$ cat src/rtl/int_countdn_regs_pkg.sv
// Shared word geometry, interrupt-ack bit indices and word-timing payload for the countdown registers.
package int_countdn_regs_pkg;

    localparam int unsigned LVDA_WORD_W = 26;
    localparam int unsigned LVDA_POS_W  = 5;

    localparam int unsigned ACK_C2 = 0;
    localparam int unsigned ACK_C3 = 1;

    // Per-cycle word timing broadcast from the shared bit counter to each register.
    typedef struct packed {
        logic shift;  // a bit time strobe is present
        logic bit0;   // this strobe is bit 0 of a word
        logic eow;    // this strobe is bit WIDTH-1 of a word
    } word_tick_t;

endpackage

$ cat src/rtl/int_countdn_regs_serial_cd_reg.sv
// One serial countdown register: recirculating shift register, pending parallel load,
// run/zero tracking and the latched zero interrupt.
module int_countdn_regs_serial_cd_reg
    import int_countdn_regs_pkg::*;
#(
    parameter int unsigned WIDTH = LVDA_WORD_W
) (
    input  logic             clk,
    input  logic             rst,
    input  word_tick_t       tick,
    input  logic             load,
    input  logic [WIDTH-1:0] load_data,
    input  logic             en,
    input  logic             rd,
    input  logic             ack,
    output logic             ser,
    output logic             ser_n,
    output logic [WIDTH-1:0] val,
    output logic             int_flag
);

    logic [WIDTH-1:0] sr_q, sr_d;
    logic [WIDTH-1:0] hold_q;
    logic             pend_q, pend_d;
    logic             run_q, run_d;
    logic             nz_q, nz_d;
    logic             int_q, int_d;
    logic             ser_n_q;
    logic             shift_in;
    logic             nz_word;
    logic             apply_load;
    logic             zero_hit;

    // Next-state: shift/recirculate, apply pending load at word end, detect a counted-out word.
    always_comb begin
        sr_d       = sr_q;
        pend_d     = pend_q;
        run_d      = run_q;
        nz_d       = nz_q;
        int_d      = int_q;
        shift_in   = (en && run_q) ? rd : sr_q[0];
        nz_word    = (tick.bit0 ? 1'b0 : nz_q) | shift_in;
        apply_load = tick.eow && pend_q;
        zero_hit   = tick.eow && !pend_q && run_q && en && !nz_word;

        if (tick.shift) begin
            sr_d = {shift_in, sr_q[WIDTH-1:1]};
            nz_d = nz_word;
        end
        if (apply_load) begin
            sr_d   = hold_q;
            run_d  = 1'b1;
            pend_d = 1'b0;
        end
        if (zero_hit) begin
            run_d = 1'b0;
        end
        if (load) begin
            pend_d = 1'b1;
        end
        if (ack) begin
            int_d = 1'b0;
        end
        if (zero_hit) begin
            int_d = 1'b1;
        end
    end

    // State registers; the complement output is its own flop so both serial lines are registered.
    always_ff @(posedge clk or posedge rst) begin
        if (rst) begin
            sr_q    <= '0;
            hold_q  <= '0;
            pend_q  <= 1'b0;
            run_q   <= 1'b0;
            nz_q    <= 1'b0;
            int_q   <= 1'b0;
            ser_n_q <= 1'b1;
        end else begin
            sr_q    <= sr_d;
            pend_q  <= pend_d;
            run_q   <= run_d;
            nz_q    <= nz_d;
            int_q   <= int_d;
            ser_n_q <= ~sr_d[0];
            if (load) begin
                hold_q <= load_data;
            end
        end
    end

    assign ser      = sr_q[0];
    assign ser_n    = ser_n_q;
    assign val      = sr_q;
    assign int_flag = int_q;

endmodule

$ cat src/rtl/int_countdn_regs.sv
// LVDA interrupt countdown registers C2/C3: shared bit-position counter plus two serial registers.
module int_countdn_regs
    import int_countdn_regs_pkg::*;
#(
    parameter int unsigned WIDTH = LVDA_WORD_W,
    parameter int unsigned CNT_W = LVDA_POS_W
) (
    input  logic             SIM_CLK,
    input  logic             SIM_RST,
    input  logic             BIT_STB,
    input  logic             WORD_SYNC,
    input  logic             LOAD_C2,
    input  logic             LOAD_C3,
    input  logic [WIDTH-1:0] LOAD_DATA,
    input  logic             C2_EN,
    input  logic             C3_EN,
    input  logic             C2RD,
    input  logic             C3RD,
    input  logic [1:0]       INT_ACK,
    output logic             C2R,
    output logic             C2RN,
    output logic             C3R,
    output logic             C3RN,
    output logic [CNT_W-1:0] BIT_POS,
    output logic [WIDTH-1:0] C2_VAL,
    output logic [WIDTH-1:0] C3_VAL,
    output logic             INT_C2,
    output logic             INT_C3
);

    logic [CNT_W-1:0] pos_q;
    word_tick_t       tick;

    // End-of-word decode; WORD_SYNC makes the current strobe bit 0 regardless of the counter.
    always_comb begin
        tick       = '0;
        tick.shift = BIT_STB;
        tick.bit0  = BIT_STB && (WORD_SYNC || (pos_q == '0));
        tick.eow   = BIT_STB && !WORD_SYNC && (pos_q == CNT_W'(WIDTH - 1));
    end

    // Bit-position counter advanced by each strobe.
    always_ff @(posedge SIM_CLK or posedge SIM_RST) begin
        if (SIM_RST) begin
            pos_q <= '0;
        end else if (BIT_STB) begin
            if (WORD_SYNC) begin
                pos_q <= CNT_W'(1);
            end else if (tick.eow) begin
                pos_q <= '0;
            end else begin
                pos_q <= pos_q + CNT_W'(1);
            end
        end
    end

    assign BIT_POS = pos_q;

    int_countdn_regs_serial_cd_reg #(.WIDTH(WIDTH)) u_c2 (
        .clk       (SIM_CLK),
        .rst       (SIM_RST),
        .tick      (tick),
        .load      (LOAD_C2),
        .load_data (LOAD_DATA),
        .en        (C2_EN),
        .rd        (C2RD),
        .ack       (INT_ACK[ACK_C2]),
        .ser       (C2R),
        .ser_n     (C2RN),
        .val       (C2_VAL),
        .int_flag  (INT_C2)
    );

    int_countdn_regs_serial_cd_reg #(.WIDTH(WIDTH)) u_c3 (
        .clk       (SIM_CLK),
        .rst       (SIM_RST),
        .tick      (tick),
        .load      (LOAD_C3),
        .load_data (LOAD_DATA),
        .en        (C3_EN),
        .rd        (C3RD),
        .ack       (INT_ACK[ACK_C3]),
        .ser       (C3R),
        .ser_n     (C3RN),
        .val       (C3_VAL),
        .int_flag  (INT_C3)
    );

endmodule

$ cat config.mk
export PLATFORM = sky130hd
export DESIGN_NAME = int_countdn_regs
export DESIGN_NICKNAME = d
export VERILOG_FILES = /design/src/rtl/int_countdn_regs_pkg.sv /design/src/rtl/int_countdn_regs_serial_cd_reg.sv /design/src/rtl/int_countdn_regs.sv
export SDC_FILE = /design/constraint.sdc
export NUM_CORES = 1
export LEC_CHECK = 0
export ABC_AREA = 1
export CAP_MARGIN = 20
export CORE_MARGIN = 2
export CORE_UTILIZATION = 45
export CTS_CLUSTER_SIZE = 25
export DETAILED_ROUTE_END_ITERATION = 12
export GPL_TIMING_DRIVEN = 0
export PLACE_DENSITY_LB_ADDON = 0.3
export SYNTH_ARGS = -nofsm -noshare
export SYNTH_HDL_FRONTEND = slang
export SYNTH_SLANG_ARGS = --single-unit
$ cat constraint.sdc
create_clock -name SIM_CLK -period 5 [get_ports SIM_CLK]
set_clock_uncertainty 0.05 [all_clocks]
set_input_delay 1 -clock SIM_CLK [delete_from_list [all_inputs] [get_ports SIM_CLK]]
set_output_delay 1 -clock SIM_CLK [all_outputs]
set_load 0.02 [all_outputs]
==> flow_summary.yaml, run 1 <==
status:
  outcome: "completed"
sta:
  fmax_mhz: 391
  report.final.slew_viol_count: 0
  report.final.setup_viol: 0
  finalWorstSetupSlack_ns: 2.44
  post-route-period-util_pct: 51.1
  timing.slew.headroom_pct: 59.8
  finalHoldViolations: 0
  setup_repair_after_global_routing_missed_its_margin: "no"
  finalWorstPathRequiredPeriod_ns: 2.56
  max_slew.worst_pin.slew_ns: 0.602
  fin_tns_setup_ns: 0
grt:
  grt-ovfl-total: 0
  number_of_antenna_violations_at_the_first_check_in_global_routing: 0
  grt_start_max_net_pins: 101
  vias_in_the_first_global_route: 4574
  track_usage_pct: 22.1
  grt_pass1_wl_um: 21900
critical_path:
  cp_data_required_time_ns: 3.95
  timing.critical_path.slowest_cell_delay_ns: 0.59
  timing.reg2reg.worst_path_depth: 9
  setup.worst_path.class: "reg -> out"
  cp_top_family: "buffers and inverters"
  critPathCapture: "C2RN"
  r2r_startpoint: "BIT_POS[1]$_DFFE_PP0P_"
  path_buf_inv: 1
  crit_path_start_kind: "flip-flop"
  path_cells: "clkdlybuf4s50_1"
  crit_path_start: "u_c2.ser_n$_DFF_PP1_"
  r2r_slack_ns: 3.24
  cp_slowest_cell: "clkdlybuf4s50_1"
  worst-path-max-fanout: 1
  worstSetupPathDepth: 1
  critical_path.endpoint_type: "output pin"
  regToRegEndpoint: "u_c2.val[18]$_DFFE_PP0P_"
  timing.critical_path.arrival_ns: 1.51
layout:
  insertedDiodeCount: 0
  num-nets-final: 761
  area_growth_pct: 35.5
  final_common_cell: "nand2_1"
  postLayoutCellArea_mm2: 0.00694
  layout_common_cells: "nand2_1, dfrtp_1, nand3_1"
  drive_above_1_share_pct: 9.00
power_and_ir_drop:
  cell_internal_pwr_uw: 2180
  comb_power_share_pct: 17.4
  power.share.switching_pct: 27.0
  finalPower_uw: 2990
  clkPwrFrac_pct: 43.3
  power_switching_uw: 805
  leakage_uw: 0.00341
  power_density_mw_per_mm2: 430
  vdd.ir_drop.worst_v: 0.000214
  power_frac_seq_pct: 39.3
clock_tree:
  clkLatencyLatePin_ns: 0.40
  cts.reportedPaths.clkPinSlew_ns: 0.05
  holdBufCountCts: 0
  cts.repair_timing.setup_buffer_count: 0
  cts_inserted_buffers: 17
  clock_sinks: 119
  cts_tree: "yes"
  max-clock-path-buffers: 2
  clock-root-buffer: "clkbuf_16"
  number_of_cells_upsized_or_downsized_after_cts: 0
  cts_htree_levels: 4
placed_design:
  total_placed_instance_area_mm2: 0.00631
  globalplace.congestion: 0.855
  detailed_placement_hpwl_um: 9140
  place.port_buffers: 98
  dpl_worst_slack_ns: 2.25
detailed_routing:
  finalWirelength_um: 13100
  vias: 4443
  drtAntennaViolNets: 0
  iteration_0_drc_markers: 330
  post_drt_wl_per_cell_um: 15.0
  avgViaCountPerCell: 5.09
  drt_first_pass_iters: 5
  route.detailed.drc: 0
floorplanning:
  core_area_mm2: 0.0110
  design.die.area_mm2: 0.0123
  core.rowCount: 38
  fp.dieW_um: 111
  dieHeight_um: 111
  pin_count: 101
  initial_core_util_pct: 46.7
logic_synthesis:
  synth_top_area_share_pct: 57.1
  synth_area_per_cell_um2: 8.51
  synthesis.yosys.warnings: 0
  postSynthCellCount: 602
  synth-seq-cells: 119
  synth_area_mm2: 0.00512
  post-synth-top-area-cell: "dfrtp_1"
  yosysSeqAreaShare_pct: 58.2
  yosysUniqueCellTypes: 24
  post_synth_main_area_contributors: "dfrtp_1, nand2_1, nand3_1, inv_1, o21ai_0"
  number_of_nets_produced_by_synthesis: 643
job:
  max_cap_viol_count: 0
hold_path:
  worstHoldPathType: "reg -> reg"
[area by class of cell]
class	count	area, µm²
Fill cell	909	4040
Clock inverter	12	175
Multi-Input combinational cell	422	1810
Timing Repair Buffer	99	1010
Sequential cell	119	2980
Clock buffer	20	457
Buffer	34	236
Inverter	27	106
Tap cell	140	175
[through the flow]
stage | std cells | hold slack (ns) | util [%]
after global placement | 840 | 0.405 | 57.2
after detailed placement | 841 | 0.409 | 57.5
after global routing | 873 | 0.445 | 63.2
final | 873 | 0.419 | 63.2
after floorplan | 602 | 0.392 | -
after CTS | 873 | 0.423 | 63.2
[synthesized netlist by cell type]
cell type and instances:
a21oi_1 2, buf_1 2, buf_2 9, buf_4 2, buf_6 6, buf_8 4, clkbuf_1 11, clkinv_1 2
dfrtp_1 117, dfstp_2 2, ha_1 3, inv_1 22, inv_2 3, nand2_1 283, nand2_2 1, nand3_1 100
nand3_2 2, nor2_1 8, nor2_2 2, o21ai_0 14, o21ai_2 2, o22ai_1 2, xnor2_1 1, xor2_1 2
[registers in the layout, indices dropped and copies added, names as in the netlist]
register and cells:
u_c2.ser_n 1, u_c3.ser_n 1, u_c2.hold_q 26, u_c2.nz_q 1, BIT_POS 5, u_c3.val 26
u_c2.int_flag 1, u_c3.hold_q 26, u_c3.nz_q 1, u_c3.pend_q 1, u_c2.pend_q 1, u_c2.val 26
u_c2.run_q 1, u_c3.run_q 1, u_c3.int_flag 1
[logic make-up (layout without fill, tap and decap cells)]
group           Yosys count  in the layout  synth area share, %
flops                   119            119                 58.2
simple gates            396            396                 31.8
compound gates           20             20                 2.15
fa+ha+maj                 3              3                0.733
xor+xnor                  3              3                0.513
buf+inv                  61            192                 6.59
[worst min-delay path by stage]
stage / from / end / slack, ns / cells past startpoint
final: u_c3.hold_q[5]$_DFFE_PP0P_ / u_c3.hold_q[5]$_DFFE_PP0P_ / 0.42 / 2
after floorplan: u_c2.hold_q[10]$_DFFE_PP0P_ / u_c2.hold_q[10]$_DFFE_PP0P_ / 0.39 / 2
after detailed placement: u_c3.hold_q[5]$_DFFE_PP0P_ / u_c3.hold_q[5]$_DFFE_PP0P_ / 0.41 / 2
after global routing: u_c2.hold_q[23]$_DFFE_PP0P_ / u_c2.hold_q[23]$_DFFE_PP0P_ / 0.45 / 2
after global placement: u_c2.hold_q[13]$_DFFE_PP0P_ / u_c2.hold_q[13]$_DFFE_PP0P_ / 0.40 / 2
after CTS: u_c3.hold_q[5]$_DFFE_PP0P_ / u_c3.hold_q[5]$_DFFE_PP0P_ / 0.42 / 2
[metal layers]
layer  up-vias  part of all wire, %  wire length [µm]  global-route usage [%]
met2       162                   49              6380                    36.4
met5         -                    0                 0                       0
met4         0                  1.7               223                    8.50
met3        18                  5.9               771                    5.03
met1      2119                   44              5680                    28.6
li1       2144                    -                 -                       -
[power by group through the flow]
stage	combinational (µW)	clock [µW]	sequential (µW)
finish	519	1290	1170
global route	565	1350	1190
CTS	524	1300	1170
detailed placement	518	0	1190
global placement	504	0	1190
floorplan	179	0	1260
Power figures use the tool's default switching activity.
==> run 2: changes to the inputs <==
==> constraint.sdc (replaced) <==
create_clock -name SIM_CLK -period 2.28 [get_ports SIM_CLK]
set_clock_uncertainty 0.05 [all_clocks]
set_input_delay 0.456 -clock SIM_CLK [delete_from_list [all_inputs] [get_ports SIM_CLK]]
set_output_delay 0.456 -clock SIM_CLK [all_outputs]
set_load 0.02 [all_outputs]
==> run 2 against run 1 <==
Effect of this change:
- global-route usage grew 0.16 points
- sequential share of layout area grew 0.16 points
- combinational power grew 120%
- total power grew 110%
- critical path type unchanged
- critical endpoint is now BIT_POS[3]
- largest cell class unchanged
- highest routed layer unchanged
==> flow_summary.yaml, run 2 (synthesis gave the netlist of run 1 again) <==
status:
  outcome: "completed"
power_and_ir_drop:
  vdd.ir_drop.worst_v: 0.000439
  clkPwrFrac_pct: 40.9
  leakage_uw: 0.00340
  power_frac_seq_pct: 41.0
  power_density_mw_per_mm2: 910
  comb_power_share_pct: 18.1
  cell_internal_pwr_uw: 4580
  power_switching_uw: 1720
  power.share.switching_pct: 27.3
critical_path:
  crit_path_start_kind: "flip-flop"
  cp_data_required_time_ns: 1.77
  path_cells: "clkdlybuf4s50_1"
  cp_slowest_cell: "clkdlybuf4s50_1"
  setup.worst_path.class: "reg -> out"
  path_buf_inv: 1
  cp_top_family: "buffers and inverters"
  worst-path-max-fanout: 6
  timing.critical_path.arrival_ns: 1.53
  timing.critical_path.slowest_cell_delay_ns: 0.67
  r2r_slack_ns: 0.54
  critical_path.endpoint_type: "output pin"
placed_design:
  dpl_worst_slack_ns: 0.0674
  place.port_buffers: 98
  total_placed_instance_area_mm2: 0.00632
  globalplace.congestion: 0.855
  detailed_placement_hpwl_um: 9280
sta:
  max_slew.worst_pin.slew_ns: 0.531
  report.final.slew_viol_count: 0
  fmax_mhz: 490
  hold_ws_ns: 0.329
  timing.slew.headroom_pct: 64.3
  setup_repair_after_global_routing_missed_its_margin: "no"
  post-route-period-util_pct: 89.5
  finalHoldViolations: 0
  finalWorstSetupSlack_ns: 0.240
  report.final.setup_viol: 0
  finalWorstPathRequiredPeriod_ns: 2.04
detailed_routing:
  drtAntennaViolNets: 0
  route.detailed.drc: 0
  iteration_0_drc_markers: 402
  drt_first_pass_iters: 7
  vias: 4459
  finalWirelength_um: 13300
  post_drt_wl_per_cell_um: 15.2
  avgViaCountPerCell: 5.10
grt:
  number_of_antenna_violations_at_the_first_check_in_global_routing: 0
  grt_start_max_net_pins: 42
  vias_in_the_first_global_route: 4461
  grt_pass1_wl_um: 21800
  track_usage_pct: 22.3
  grt-ovfl-total: 0
layout:
  drive_above_1_share_pct: 8.99
  postLayoutCellArea_mm2: 0.00692
  seq_area_mm2: 0.00298
  final_common_cell: "nand2_1"
  filler_cell_count: 910
  layout_common_cells: "nand2_1, dfrtp_1, nand3_1"
  num-nets-final: 763
  area_growth_pct: 35.0
  insertedDiodeCount: 0
  multi_input_comb_area_mm2: 0.00181
clock_tree:
  clock_sinks: 119
  holdBufCountCts: 0
  cts.repair_timing.setup_buffer_count: 0
  number_of_cells_upsized_or_downsized_after_cts: 0
  cts_inserted_buffers: 17
  clock-root-buffer: "clkbuf_16"
  cts.reportedPaths.clkPinSlew_ns: 0.05
  cts_tree: "yes"
  cts_htree_levels: 4
  max-clock-path-buffers: 2
  clkLatencyLatePin_ns: 0.41
floorplanning:
  pin_count: 101
  dieHeight_um: 111
  initial_core_util_pct: 46.7
  design.die.area_mm2: 0.0123
  core_area_mm2: 0.0110
  core.rowCount: 38
  fp.dieW_um: 111
job:
  max_cap_viol_count: 0
hold_path:
  worstHoldPathType: "in -> reg"
[run 2: cell type report]
cell class                 instances  area share [%]
tap                              140            2.53
sequential                       119            43.1
inverter                          27            1.52
buffer                            34            3.42
clock buffer                      22            6.85
clock inverter                     9            1.45
multi-input combinational        422            26.1
timing repair buffer             101            15.0
[run 2: routing by layer]
metal  track usage, %  routed length [µm]
met4             7.58                 232
met1             29.1                5900
met3             5.36                 726
met5                0                   0
met2             36.6                6420
[run 2: final timing paths]
kind,startpoint,endpoint,cells after the start
worst max-delay path,BIT_POS[3]$_DFFE_PP0P_,BIT_POS[3],1
worst min-delay path,LOAD_C3,u_c3.hold_q[22]$_DFFE_PP0P_,3
worst max register to register,BIT_POS[1]$_DFFE_PP0P_,u_c2.val[6]$_DFFE_PP0P_,9
worst min register to register,u_c3.hold_q[14]$_DFFE_PP0P_,u_c3.hold_q[14]$_DFFE_PP0P_,2
max in group asynchronous,SIM_RST,u_c2.ser_n$_DFF_PP1_,5
min in group asynchronous,SIM_RST,u_c3.val[5]$_DFFE_PP0P_,2
[run 2: power groups by stage]
stage	sequential [µW]	clock (µW)	combinational (µW)
6_report	2580	2570	1140
5_1_grt	2610	2700	1240
4_1_cts	2580	2600	1150
3_5_place_dp	2610	0	1130
3_3_place_gp	2600	0	1110
2_1_floorplan	2770	0	392
[run 2: metrics by stage]
stage / TNS (ns) / power [µW] / utilization, % / std cells
3_5_place_dp: 0 / 3740 / 57.6 / 842
3_3_place_gp: -85.96 / 3710 / 57.2 / 840
2_1_floorplan: 0 / 3160 / - / 602
6_report: 0 / 6300 / 63.0 / 874
4_1_cts: 0 / 6320 / 62.8 / 873
5_1_grt: 0 / 6560 / 63.0 / 874
